===== src/rtl/mips_pkg.sv =====
// Shared definitions for the single-issue MIPS core front end.
package mips_pkg;

  // Main-decoder opcodes (instr[31:26])
  localparam logic [5:0] OP_RTYPE = 6'b000000;
  localparam logic [5:0] OP_LW    = 6'b100011;
  localparam logic [5:0] OP_SW    = 6'b101011;
  localparam logic [5:0] OP_BEQ   = 6'b000100;
  localparam logic [5:0] OP_ADDI  = 6'b001000;
  localparam logic [5:0] OP_J     = 6'b000010;

  // Fetch FSM states; encoding 2'd3 is unused and falls back to S_FETCH
  typedef enum logic [1:0] {
    S_FETCH = 2'd0,
    S_VALID = 2'd1,
    S_ERR   = 2'd2
  } fetch_state_t;

  localparam logic [31:0] RESET_PC_DEFAULT = 32'h0000_0000;

  // Opcode field of an instruction word
  function automatic logic [5:0] opcode(input logic [31:0] word);
    return word[31:26];
  endfunction

endpackage


===== src/rtl/next_pc_calc.sv =====
// Next-PC selection: jump > branch > sequential, all 32-bit wrap-around.
module next_pc_calc
  import mips_pkg::*;
(
  input  logic [31:0] pc,
  input  logic [31:0] instr,
  input  logic [31:0] branch_imm,
  input  logic        take_branch,
  input  logic        take_jump,
  output logic [31:0] pcplus4,
  output logic [31:0] next_pc
);

  // Only the low 30 immediate bits survive the word shift; opcode bits are not part of any target
  logic unused_bits;
  assign unused_bits = ^{branch_imm[31:30], instr[31:26]};

  // Target selection with jump taking priority over branch
  always_comb begin
    pcplus4 = pc + 32'd4;
    next_pc = pcplus4;
    if (take_jump) begin
      next_pc = {pcplus4[31:28], instr[25:0], 2'b00};
    end else if (take_branch) begin
      next_pc = pcplus4 + {branch_imm[29:0], 2'b00};
    end
  end

endmodule


===== src/rtl/fetch_unit.sv =====
// Instruction fetch stage: PC, imem handshake, instruction register,
// imem watchdog and consumed-instruction counter.
module fetch_unit
  import mips_pkg::*;
#(
  parameter logic [31:0] RESET_PC = RESET_PC_DEFAULT,
  parameter int unsigned TIMEOUT  = 16
) (
  input  logic        clk,
  input  logic        reset,
  output logic        imem_req,
  output logic [31:0] imem_addr,
  input  logic [31:0] imem_rdata,
  input  logic        imem_ready,
  output logic [31:0] instr,
  output logic [5:0]  op,
  output logic [31:0] pc_out,
  output logic [31:0] pcplus4,
  output logic        instr_valid,
  input  logic        instr_ready,
  input  logic        take_branch,
  input  logic [31:0] branch_imm,
  input  logic        take_jump,
  output logic        fetch_err,
  output logic [31:0] fetch_count
);

  localparam logic [7:0] WD_LAST = 8'(TIMEOUT - 1);

  fetch_state_t state, state_next;
  logic [31:0]  pc;
  logic [31:0]  ir;
  logic [7:0]   wd_cnt;
  logic [31:0]  next_pc;
  logic         fetch_done;
  logic         wd_expire;
  logic         consume;

  next_pc_calc u_next_pc (
    .pc          (pc),
    .instr       (ir),
    .branch_imm  (branch_imm),
    .take_branch (take_branch),
    .take_jump   (take_jump),
    .pcplus4     (pcplus4),
    .next_pc     (next_pc)
  );

  assign imem_addr   = pc;
  assign pc_out      = pc;
  assign instr       = ir;
  assign op          = opcode(ir);

  // Next-state decode and handshake outputs
  always_comb begin
    state_next  = state;
    imem_req    = 1'b0;
    instr_valid = 1'b0;
    fetch_done  = 1'b0;
    wd_expire   = 1'b0;
    consume     = 1'b0;
    case (state)
      S_FETCH: begin
        imem_req = 1'b1;
        if (imem_ready) begin
          fetch_done = 1'b1;
          state_next = S_VALID;
        end else if (wd_cnt == WD_LAST) begin
          wd_expire  = 1'b1;
          state_next = S_ERR;
        end
      end
      S_VALID: begin
        instr_valid = 1'b1;
        if (instr_ready) begin
          consume    = 1'b1;
          state_next = S_FETCH;
        end
      end
      S_ERR: state_next = S_ERR;
      default: state_next = S_FETCH;
    endcase
  end

  // State, PC, IR, watchdog and counter registers; reset overrides every event
  always_ff @(posedge clk) begin
    if (reset) begin
      state       <= S_FETCH;
      pc          <= RESET_PC;
      ir          <= '0;
      wd_cnt      <= '0;
      fetch_err   <= 1'b0;
      fetch_count <= '0;
    end else begin
      state <= state_next;
      if (fetch_done) begin
        ir     <= imem_rdata;
        wd_cnt <= '0;
      end else if (wd_expire) begin
        fetch_err <= 1'b1;
      end else if (state == S_FETCH) begin
        wd_cnt <= wd_cnt + 8'd1;
      end
      if (consume) begin
        pc          <= next_pc;
        fetch_count <= fetch_count + 32'd1;
      end
    end
  end

endmodule

===== config.mk =====
export PLATFORM = sky130hd
export DESIGN_NAME = fetch_unit
export DESIGN_NICKNAME = d
export VERILOG_FILES = /design/src/rtl/mips_pkg.sv /design/src/rtl/next_pc_calc.sv /design/src/rtl/fetch_unit.sv
export SDC_FILE = /design/constraint.sdc
export NUM_CORES = 1
export LEC_CHECK = 0
export CORE_MARGIN = 2
export CORE_UTILIZATION = 55
export CTS_BUF_LIST = sky130_fd_sc_hd__clkbuf_4 sky130_fd_sc_hd__clkbuf_8 sky130_fd_sc_hd__clkbuf_16
export DETAILED_ROUTE_END_ITERATION = 7
export DONT_BUFFER_PORTS = 1
export HOLD_SLACK_MARGIN = 0.05
export MAX_ROUTING_LAYER = met4
export PLACE_DENSITY = 0.7
export SLEW_MARGIN = 20
export SYNTH_ARGS = -nofsm -noshare
export SYNTH_HDL_FRONTEND = slang
export SYNTH_SLANG_ARGS = --single-unit

===== constraint.sdc =====
create_clock -name clk -period 6.2 [get_ports clk]
set_input_delay 1.55 -clock clk [delete_from_list [all_inputs] [get_ports clk]]
set_output_delay 1.55 -clock clk [all_outputs]
set_load 0.02 [all_outputs]

# Word-level counts from Yosys, hierarchy flattened
# Cells that the tools add are included.
[classes] n_mul=0 div_mod_pow=0 n_eq_ne=5 n_shift=0 n_addsub=4 n_reduce_logical=5 n_lt_le_gt_ge=0 mux=15 bitwise_logic=2
[op_table] operator="two-way mux 32 bit" count=2
[op_table] operator="adder 32 x 1 -> 32 bit, second input constant" count=1
[op_table] operator="adder 32 x 3 -> 32 bit, second input constant" count=1
[op_table] operator="adder 32 bit" count=1
[op_table] operator="two-way mux 1 bit" count=9
[op_table] operator="adder 8 x 1 -> 8 bit, second input constant" count=1
[op_table] operator="== test 8 x 4 -> 1 bit, second input constant" count=1
[op_table] operator="two-way mux 2 bit" count=3
[op_table] operator="one-hot mux 2 bit (3 select lines)" count=1
[op_table] operator="AND reduction 2 bit" count=3
[op_table] operator="inequality test 3 bit, second input constant" count=1
[op_table] operator="== test 2 x 1 -> 1 bit, second input constant" count=1
[op_table] operator="== test 2 bit, second input constant" count=1
[op_table] operator="logical NOT 2 bit" count=1
[op_table] operator="inequality test 2 bit, second input constant" count=1
[op_table] operator="NOT 1 bit" count=2
[op_table] operator="OR reduction 2 bit" count=1
[totals] wordCells=37 memories=0 latch_bits=0 in_bits=70 romBits=0 ramBits=0 output_inout_bits=169 regBits=107

# Logic depth before layout (Yosys ltp)
[logic_depth] depth_word=6 mapped_depth=17 ltp_nobuf=17

# By module
# From an unflattened synthesis, not the netlist that was laid out.
[unflattened] cells_unflattened=960 area_unflattened_um2=7193.1
[by_module_without_submodules] module="fetch_unit" cells_per_inst=550 area_per_inst_um2=4434.3 seq_area_each_um2=2142.1 instances=1
[by_module_without_submodules] module="next_pc_calc" cells_per_inst=410 area_per_inst_um2=2758.9 seq_area_each_um2=0.0 instances=1

# Least setup slack after synthesis
# Ideal clock, no wire load.
[synth_path] path_type="flip-flop to flip-flop" start="reg pc[2], in the netlist imem_addr[2]" end="reg pc[31], in the netlist imem_addr[31]" setup_time_ns=0.123 setup_slack_ns=1.876 required_ns=6.077 arrival_ns=4.200 path_stages_with_launch=15 n_path_buf=0 period_less_slack_ns=4.324 path_cell_list="dfxtp_1 -> ha_1 -> nand4_1 -> nor3_1 -> nand2_1 -> nor2_1 -> nand2_1 -> xnor2_1 -> ha_1 -> and3_1 -> or4_2 -> o211ai_2 -> mux2i_1 -> mux2i_1 -> mux2_1"
[synth_between] elab_chain_len=4
[synth_rtl] element="start: declaration" line="fetch_unit.sv:31" rtl="logic [31:0] pc;"
[synth_rtl] element="start signal: assignment" line="fetch_unit.sv:105" rtl="pc <= next_pc;"
[synth_rtl] element="adder 32 x 3 -> 32 bit" line="next_pc_calc.sv:20" rtl="pcplus4 = pc + 32'd4;"
[synth_rtl] element="named net pcplus4[28]" line="fetch_unit.sv:18" rtl="output logic [31:0] pcplus4,"
[synth_rtl] element="adder 32 bit" line="next_pc_calc.sv:25" rtl="next_pc = pcplus4 + {branch_imm[29:0], 2'b00};"
[synth_rtl] element="two-way mux 32 bit" line="next_pc_calc.sv:24" rtl="end else if (take_branch) begin"
[synth_rtl] element="two-way mux 32 bit" line="next_pc_calc.sv:22" rtl="if (take_jump) begin"
# The timed path passes the listed nets, and every way through them passes these cells.
# A chain may end at the register's enable or synchronous reset.

# Worst setup path in the final report
[layout_path] start="reg pc[8], in the netlist imem_addr[8]" end="reg pc[31], in the netlist imem_addr[31]"
# Same word-level chain as after synthesis.

==> reports/metrics.cfg <==
[status]
outcome = complete, no violations

[clock_tree]
cts_made_buffers = 9
holdBufCountCts = 0
clkSinkCount = 105
cts_resized = 0
cts_setup_buffers = 0
h-tree-depth = 3
clock_latency_ns = 0.34
path_clk_slew_ns = 0.07
cts_buffer_depth = 2
root_buffer = clkbuf_16
cts_tree = yes

[logic_synthesis]
async_flop_share_pct = 0
ys_warn_count = 0
synth-edff-count = 0
ys_types = 69
syn_area_sq_um = 6920
yosysSeqAreaShare_pct = 30.4
synth_area_leaders = dfxtp_1, nand2_1, ha_1
yosysTopAreaCell = dfxtp_1
synth.ff_latch_count = 105
synth_top_area_share_pct = 30.4
synth_most_common_cell = nand2_1
synth-main-ff-cell = dfxtp_1
synth_commonest_cells = nand2_1, dfxtp_1, a21oi_1, nor2_1, xor2_1
synthCells = 879
syn_area_per_cell_sq_um = 7.87

[sta]
whs_ns = 0.495
layout_setup_ws_ns = 1.25
setup_violations = 0
fmax_mhz = 202
rsz0062_at_grt = false
min_period_ns = 4.95
fin_setup_tns_ns = 0
period_share_pct = 79.8
clock_skew_ns = 0.00736
finalHoldViolations = 0
maxSlewHeadroom_pct = 42.3
drv_slew = 0
worst_pin_slew_ns = 0.860

[placement]
place.gp.congestion = 0.913
place_area_sq_um = 6710
numPortBuffers = 0
preCtsSetupSlack_ns = 1.27
place_hpwl_um = 13500

[critical_path]
crit_path_end_kind = flip-flop
cpMaxStageDelayCell = dfxtp_1
crit_fanout = 7
slowest_delay_ns = 0.72
crit_chain = nand4_1 > nor4_4 > nand2_1 > nor2_2 > nand3_1 > xnor2_1 > ha_1 > and3_1 > or4_2 > o211ai_2 > mux2i_1 > mux2i_1 > mux2_1
cp.required_ns = 6.43
cp_common_cell = mux2i_1
setup.worst_path.start_class = flip-flop
rrSetupSlack_ns = 1.25
worstPathArrival_ns = 5.18
worstSetupPathType = flip-flop to flip-flop

[grt]
overflow = 0
grt_pass1_vias = 5398
track_usage_pct = 27.1
antenna_found_initial = 0
grt_max_degree = 99
grt_pass1_wl_um = 28100

[power]
internal_power_mw = 1.18
combPwrFrac_pct = 13.2
p_seq_share_pct = 47.1
p_leak_nw = 2.81
clkPwrFrac_pct = 39.8
powerDensity_nw_per_um2 = 230
p_sw_share_pct = 27.3
ir_drop_mv = 0.193
switchingPower_mw = 0.443

[die]
fp.dieH_um = 116
start_util_pct = 56.9
io_pins = 239
fp-row-count = 40
fp.dieW_um = 116
dieArea_sq_um = 13500
core_sq_um = 12200

[final_layout]
n_fill_cell = 1159
diodes = 0
area_growth_syn_to_layout_pct = 2.12
drive_above_1_share_pct = 6.65
fin_nets = 931
final_cell_area_sq_um = 7060

[route]
drc = 0
num_vias = 5878
wl_per_cell_um = 18.1
ant_nets = 0
via_per_inst = 5.91
dr.pass1.iters = 4
totalWireLength_um = 18000
drt_iter0_drc = 448

[flow_run]
cap_violations = 0

[min_path]
hold_path.class = flip-flop to flip-flop

## cells by family after synthesis
kind of cell             synth area share, %
multiplexers                            1.90
buffers and inverters                   7.58
AO/OA/AOI/OAI                           19.8
flip-flops                              30.4
AND/OR/NAND/NOR                         22.8
other                                 0.0542
adder cells (fa/ha/maj)                 7.16
XOR/XNOR                                10.4
## metal layers
metal / routed length, um / vias up / global-route usage [%]
li1: - / 2911 / -
met1: 8170 / 2722 / 36.8
met2: 8040 / 233 / 39.6
met3: 1620 / 12 / 8.56
met4: 127 / 0 / 6.35
met5: 0 / - / -
## final timing paths
check          startpoint            end  cells after the start
max          imem_addr[8]  imem_addr[31]                     13
min              state[0]       state[1]                      1
max reg2reg  imem_addr[8]  imem_addr[31]                     13
min reg2reg      state[0]       state[1]                      1
## layout by cell type, fill, tap and decap left out, types with 6 or more instances in the layout
master     synthesis  layout
nand4_1           15      15
o21ai_0           26      26
xor2_1            47      47
and3_1            18      18
o21ai_1           11      11
mux2i_1           12      12
nand2_1          139     138
nand3_1           27      27
or3_1              7       7
a21oi_1           86      86
a211oi_1          13      13
buf_4             43       8
o211ai_1           7       7
xnor2_1           35      35
conb_1             1       6
inv_1              9       9
a21o_1            10      10
nor2_1            86      86
nand2b_1           6       6
nor3_1            14      14
ha_1              38      38
clkbuf_16          0       9
dfxtp_1          105     105
## metrics by stage
stage                     instances  power (mW)  utilization (%)
after detailed placement        979       0.989             55.2
after global routing            995        1.69             58.1
after floorplan                 884       0.969                -
after global placement          979       0.984             55.2
after CTS                       995        1.63             58.0
final                           995        1.62             58.1
## cell type report
| cell class | count | area [sq um] | area share (%) |
|---|---|---|---|
| flip-flops and latches | 105 | 2100 | 29.8 |
| inverters | 9 | 33.8 | 0.478 |
| well taps | 168 | 210 | 2.98 |
| multi-input cells | 689 | 4310 | 61.1 |
| repair buffers | 8 | 60.1 | 0.850 |
| clock buffers | 10 | 239 | 3.38 |
| clock inverters | 6 | 105 | 1.49 |
## power groups by stage
stage / Clock, mW / Sequential, mW / Combinational (mW)
global placement: 0 / 0.778 / 0.206
floorplan: 0 / 0.754 / 0.215
global route: 0.685 / 0.767 / 0.238
CTS: 0.659 / 0.764 / 0.212
detailed placement: 0 / 0.779 / 0.210
finish: 0.645 / 0.763 / 0.214
## flip-flops by register name, indices dropped and copies added (netlist names)
name / cells
state: 2
fetch_count: 32
imem_addr: 30
fetch_err: 1
wd_cnt: 8
instr: 32
## worst max-delay path: cells and delay by family, from the launching register on
| kind | cells | cell delay, ns |
|---|---|---|
| DFF | 1 | 0.72 |
| muxes | 3 | 0.80 |
| xor gates and xnor gates | 1 | 0.62 |
| AOI/OAI and AO/OA | 1 | 0.11 |
| adders and majority gates | 1 | 0.41 |
| and+or+nand+nor | 7 | 2.17 |
(Power assumes the default switching activity.)
